===== src/rtl/snpu_pkg.sv =====
// Shared types and constants for the SNPU random-bank harvester.
package snpu_pkg;

  localparam int unsigned RND_W  = 16;
  localparam int unsigned BYTE_W = 8;

  typedef enum logic [1:0] {
    StIdle,
    StFreeze,
    StDebias,
    StRun
  } state_e;

endpackage


===== src/rtl/rnd_fifo.sv =====
// Small synchronous byte FIFO with a registered store and combinational head.
// A push while full is accepted only if a pop happens in the same cycle.
module rnd_fifo
  import snpu_pkg::*;
#(
  parameter int unsigned DEPTH = 4
) (
  input  logic              clk,
  input  logic              rst_n,
  input  logic              push,
  input  logic [BYTE_W-1:0] push_data,
  input  logic              pop,
  output logic [BYTE_W-1:0] head,
  output logic              full,
  output logic              empty,
  output logic              drop
);

  localparam int unsigned PtrW = $clog2(DEPTH);

  logic [BYTE_W-1:0] mem_q [DEPTH];
  logic [PtrW:0]     wptr_q, rptr_q;
  logic              do_push, do_pop;

  // Extra pointer MSB distinguishes full from empty.
  always_comb begin
    empty   = (wptr_q == rptr_q);
    full    = (wptr_q[PtrW] != rptr_q[PtrW]) && (wptr_q[PtrW-1:0] == rptr_q[PtrW-1:0]);
    do_pop  = pop && !empty;
    do_push = push && (!full || do_pop);
    drop    = push && full && !do_pop;
    head    = empty ? '0 : mem_q[rptr_q[PtrW-1:0]];
  end

  // Pointer state.
  always_ff @(posedge clk or negedge rst_n) begin
    if (!rst_n) begin
      wptr_q <= '0;
      rptr_q <= '0;
    end else begin
      if (do_push) wptr_q <= wptr_q + 1'b1;
      if (do_pop)  rptr_q <= rptr_q + 1'b1;
    end
  end

  // Storage; when full with a pop, the write lands in the slot being vacated.
  always_ff @(posedge clk) begin
    if (do_push) mem_q[wptr_q[PtrW-1:0]] <= push_data;
  end

endmodule


===== src/rtl/rnd_harvester.sv =====
// Freezes the random bank, captures one word, Von Neumann debiases it a pair
// per cycle, packs surviving bits into bytes and queues them for a consumer.
module rnd_harvester
  import snpu_pkg::*;
#(
  parameter int unsigned RND_N      = 32,
  parameter int unsigned ADDR_W     = $clog2(RND_N),
  parameter int unsigned SETTLE     = 4,
  parameter int unsigned RUN_CYCLES = 8,
  parameter int unsigned FIFO_DEPTH = 4
) (
  input  logic              clk,
  input  logic              rst_n,
  input  logic              en,
  output logic              freeze,
  output logic [ADDR_W-1:0] addr,
  input  logic [RND_W-1:0]  rnd_in,
  output logic [BYTE_W-1:0] out_data,
  output logic              out_valid,
  input  logic              out_ready,
  output logic              overflow,
  input  logic              clr
);

  state_e              state_q, state_d;
  logic [15:0]         cyc_q, cyc_d;
  logic [ADDR_W-1:0]   addr_q, addr_d;
  logic [RND_W-1:0]    word_q;
  // Only the low 7 bits of the accumulator are ever needed: the 8th bit of a
  // byte is the one arriving on the push edge.
  logic [BYTE_W-2:0]   acc_q, acc_d;
  logic [2:0]          bcnt_q, bcnt_d;
  logic                ovf_q;
  logic                capture, addr_inc;
  logic [3:0]          pair_idx;
  logic [1:0]          pair;
  logic                emit, emit_bit, push;
  logic [BYTE_W-1:0]   push_data;
  logic                fifo_full, fifo_empty, fifo_drop;

  // Next-state and sequencing for the freeze / debias / run cycle.
  always_comb begin
    state_d  = state_q;
    cyc_d    = cyc_q;
    capture  = 1'b0;
    addr_inc = 1'b0;
    unique case (state_q)
      StIdle: begin
        if (en) begin
          state_d = StFreeze;
          cyc_d   = '0;
        end
      end
      StFreeze: begin
        if (cyc_q == 16'(SETTLE - 1)) begin
          state_d = StDebias;
          cyc_d   = '0;
          capture = 1'b1;
        end else begin
          cyc_d = cyc_q + 16'd1;
        end
      end
      StDebias: begin
        if (cyc_q == 16'd7) begin
          state_d = StRun;
          cyc_d   = '0;
        end else begin
          cyc_d = cyc_q + 16'd1;
        end
      end
      StRun: begin
        if (cyc_q == 16'(RUN_CYCLES - 1)) begin
          addr_inc = 1'b1;
          cyc_d    = '0;
          state_d  = en ? StFreeze : StIdle;
        end else begin
          cyc_d = cyc_q + 16'd1;
        end
      end
      default: begin
        state_d = StIdle;
        cyc_d   = '0;
      end
    endcase
  end

  // Debias the current pair and pack emitted bits; a byte leaves on the 8th bit.
  always_comb begin
    freeze    = (state_q == StFreeze);
    pair_idx  = {cyc_q[2:0], 1'b0};
    pair      = word_q[pair_idx +: 2];
    emit      = (state_q == StDebias) && (pair[1] ^ pair[0]);
    emit_bit  = pair[1];
    push      = emit && (bcnt_q == 3'd7);
    push_data = {acc_q, emit_bit};
    acc_d     = emit ? {acc_q[BYTE_W-3:0], emit_bit} : acc_q;
    bcnt_d    = emit ? bcnt_q + 3'd1 : bcnt_q;
    addr_d    = addr_q;
    if (addr_inc) begin
      addr_d = (addr_q == ADDR_W'(RND_N - 1)) ? '0 : addr_q + 1'b1;
    end
  end

  // Controller, captured word, accumulator and sticky overflow state.
  always_ff @(posedge clk or negedge rst_n) begin
    if (!rst_n) begin
      state_q <= StIdle;
      cyc_q   <= '0;
      addr_q  <= '0;
      word_q  <= '0;
      acc_q   <= '0;
      bcnt_q  <= '0;
      ovf_q   <= 1'b0;
    end else begin
      state_q <= state_d;
      cyc_q   <= cyc_d;
      addr_q  <= addr_d;
      if (capture) word_q <= rnd_in;
      acc_q   <= acc_d;
      bcnt_q  <= bcnt_d;
      // A drop wins over a same-cycle clear.
      ovf_q   <= fifo_drop | (ovf_q & ~clr);
    end
  end

  rnd_fifo #(
    .DEPTH(FIFO_DEPTH)
  ) u_fifo (
    .clk      (clk),
    .rst_n    (rst_n),
    .push     (push),
    .push_data(push_data),
    .pop      (out_ready),
    .head     (out_data),
    .full     (fifo_full),
    .empty    (fifo_empty),
    .drop     (fifo_drop)
  );

  assign addr      = addr_q;
  assign out_valid = !fifo_empty;
  assign overflow  = ovf_q;

endmodule


===== config.mk =====
export PLATFORM = sky130hd
export DESIGN_NAME = rnd_harvester
export DESIGN_NICKNAME = d
export VERILOG_FILES = /design/src/rtl/snpu_pkg.sv /design/src/rtl/rnd_fifo.sv /design/src/rtl/rnd_harvester.sv
export SDC_FILE = /design/constraint.sdc
export NUM_CORES = 1
export LEC_CHECK = 0
export BUFFER_PORTS_ARGS = -buffer_cell sky130_fd_sc_hd__buf_2
export CAP_MARGIN = 25
export CORE_AREA = 2 2 106 108
export CTS_BUF_LIST = sky130_fd_sc_hd__clkbuf_4 sky130_fd_sc_hd__clkbuf_8
export CTS_CLUSTER_SIZE = 40
export DETAILED_ROUTE_END_ITERATION = 8
export DIE_AREA = 0 0 108 110
export GPL_TIMING_DRIVEN = 0
export HOLD_SLACK_MARGIN = 0.05
export PLACE_DENSITY_LB_ADDON = 0.3
export RECOVER_POWER = 100
export SYNTH_ARGS = -nofsm -noshare
export SYNTH_HDL_FRONTEND = slang
export SYNTH_SLANG_ARGS = --single-unit

===== constraint.sdc =====
create_clock -name clk -period 2.9 [get_ports clk]
set_clock_uncertainty 0.1 [all_clocks]
set_input_delay 0 -clock clk [delete_from_list [all_inputs] [get_ports clk]]
set_output_delay 0 -clock clk [all_outputs]
set_load 0.02 [all_outputs]

==> impl_metrics.yaml <==
clocking:
  clock_sinks: 88
  ctsLongestPathBuffers: 2
  clkTransAtPathRegs_ns: 0.10
  cts_tree: "yes"
  cts_buffers: 9
  cts_root_buf: "clkbuf_8"
  clk_latency_ns: 0.37
  htreeDepth: 3
grt:
  antenna_found_initial: 0
  grt.total_usage_pct: 14.5
  grt_overflow: 0
  grt_pass1_vias: 2688
  grt_start_max_net_pins: 30
  grt_pass1_wl_mm: 13.2
route:
  drtPass1Iterations: 4
  routed_wl_mm: 7.71
  drc: 0
  first_iter_violations: 92
  top_layer: "met4"
  post_drt_via_cell_ratio: 4.96
  num_vias: 2604
  ant_nets: 0
  wl_per_cell_um: 14.7
  wl_met1_mm: 3.50
  met3_length_um: 284
  wl_met2_mm: 3.84
synth:
  synthCells: 310
  yosysTopAreaCellShare_pct: 33.2
  ys_warn_count: 0
  synth_edf_count: 32
  ys_ff_latch: 88
  ys_types: 53
  synth_nets: 346
  synth_seq_area_share_pct: 56.0
  synth_area_um2: 4220
  netlist_top_cells_area: "dfrtp_1, edfxtp_1, mux2_2"
  avgSynthCellArea_um2: 13.6
  synth_ff_type: "dfrtp_1"
  synthArstFlopShare_pct: 63.6
  synth_top_area_cell: "dfrtp_1"
sta:
  fmax_mhz: 377
  final_max_slew_viol_count: 29
  slew-limit-headroom_pct: -2.28
  setup_viol: 0
  report.final.hold_viol_count: 0
  rsz0062_at_grt: "no"
  tns_ns: 0
  min_period_over_period_pct: 91.5
  worst_pin_slew_ns: 1.53
  min_period_ns: 2.65
critical_path:
  end_kind: "flop"
  path_cells: "ha_1 -> or4b_1 -> nor4_4 -> nand2_1 -> clkbuf_2 -> mux2_4"
  crit_fanout: 10
  criticalPathCategory: "flop to flop"
  cp.required_ns: 3.06
  arrival_ns: 2.82
  r2r_setup_slack_ns: 0.25
  start_kind: "flop"
  slowest_delay_ns: 0.51
  critPathSlowestCell: "or4b_1"
die:
  dieArea_um2: 11900
  start_util_pct: 39.4
  rows: 38
  core-area_um2: 10700
  die_w_um: 108
  die_h_um: 110
  io_pins: 37
layout:
  mostFrequentLayoutCells: "dfrtp_1, edfxtp_1, mux2_2"
  final_common_cell: "dfrtp_1"
  fin_util_pct: 46.2
  fin_nets: 416
  diodes: 0
  final_cell_area_um2: 4940
  synthToLayoutAreaGrowth_pct: 17.2
  drive_above_1_share_pct: 23.9
  nFillCells: 1021
pwr:
  power_leakage_nw: 1.98
  powerDensity_nw_per_um2: 902
  ir_drop_uv: 455
  power_w: 0.00446
min_path:
  hold_path.class: "input port to flop"
placement:
  io_buffers: 36
  dp_hpwl_mm: 5.35
  placed_area_um2: 4600
  gp_congestion: 0.753
job:
  maxCapViolations: 1
outcome:
  status: "complete, but fails checks"
  violations: "max-capacitance violations, max-slew violations"
## cell usage after synthesis (all sizes together) (2+ instances only)
cell type   n
nor3b       3
o21ai       7
or4b        2
o31ai       2
o21a        2
or3         2
xnor2      16
dfrtp      56
or4         4
edfxtp     32
nand2b      5
buf         7
inv        13
ha         15
mux2       30
a21oi       4
and2        4
nand4       3
mux4       12
xor2       11
nor4        4
nand3       8
nor3        7
nor2b       9
and3        2
nand2      16
nor2       18
## flip-flops by register name, summed over array words and instances (netlist names)
| register | flops |
|---|---|
| word_q | 16 |
| u_fifo.rptr_q | 3 |
| state_q | 2 |
| u_fifo.mem_q | 32 |
| overflow | 1 |
| cyc_q | 16 |
| addr | 5 |
| bcnt_q | 3 |
| acc_q | 7 |
| u_fifo.wptr_q | 3 |
## kinds of logic (layout without fill, tap and decap cells)
family                     after synthesis  after routing  share of synthesized area, %
AOI/OAI and AO/OA                       25             25                          4.04
xor gates and xnor gates                27             27                          5.61
adders and majority gates               15             15                          4.45
buffers and inverters                   21             96                          2.34
DFF                                     88             88                          56.0
muxes                                   43             43                          14.8
and+or+nand+nor                         91             91                          12.7
## through the flow
stage               setup WS [ns]  hold slack, ns  std cells
floorplan                   0.572          -0.396        310
global placement            0.176          0.0985        486
detailed placement          0.314         -0.0199        488
CTS                         0.218           0.102        525
global route              0.00117           0.284        525
finish                      0.246           0.294        525
## critical path, delay by kind of cell, from the launching register on
kind | cells | cell delay [ns]
muxes | 1 | 0.34
and+or+nand+nor | 3 | 1.00
buffers and inverters | 1 | 0.29
DFF | 1 | 0.49
adders and majority gates | 1 | 0.33
## power by group
part / internal, W / leakage [nW] / total, W / switching, W
clock network: 0.000338 / 0.0942 / 0.000840 / 0.000503
logic: 0.000850 / 0.884 / 0.00175 / 0.000899
registers: 0.00163 / 1.00 / 0.00187 / 0.000242
## path summary, 6_finish.rpt
| path | cells past startpoint | startpoint | endpoint |
|---|---|---|---|
| min in group asynchronous | 2 | rst_n | word_q[12] |
| setup reg to reg | 6 | cyc_q[1] | word_q[0] |
| hold reg to reg | 1 | bcnt_q[0] | bcnt_q[0] |
| hold / removal | 3 | rnd_in[0] | word_q[0] |
| setup / recovery | 6 | cyc_q[1] | word_q[0] |
| max in group asynchronous | 3 | rst_n | bcnt_q[0] |
## layout make-up
cell class,count,area [µm²],share of cell area (%)
Buffer,8,43.8,0.886
Clock buffer,9,124,2.51
Clock inverter,7,73.8,1.49
Inverter,13,48.8,0.987
Multi-Input combinational cell,201,1740,35.1
Sequential cell,88,2360,47.8
Tap cell,140,175,3.54
Timing Repair Buffer,59,379,7.67
## metal layers
metal / vias to the layer above / track usage (%)
li1: 1266 / -
met1: 1286 / 18.2
met2: 43 / 24.8
met3: 9 / 3.82
met4: 0 / 4.12
met5: - / 0
## what timing repair did
| item | 4_1_cts | 5_1_grt |
|---|---|---|
| setup buffers | 0 | 0 |
| gates resized for setup | 0 | 1 |
| hold buffers | 21 | 0 |
| endpoints found under the setup margin | 0 | 1 |
| endpoints found under the hold margin | 80 | 0 |
Power figures use the tool's default switching activity.
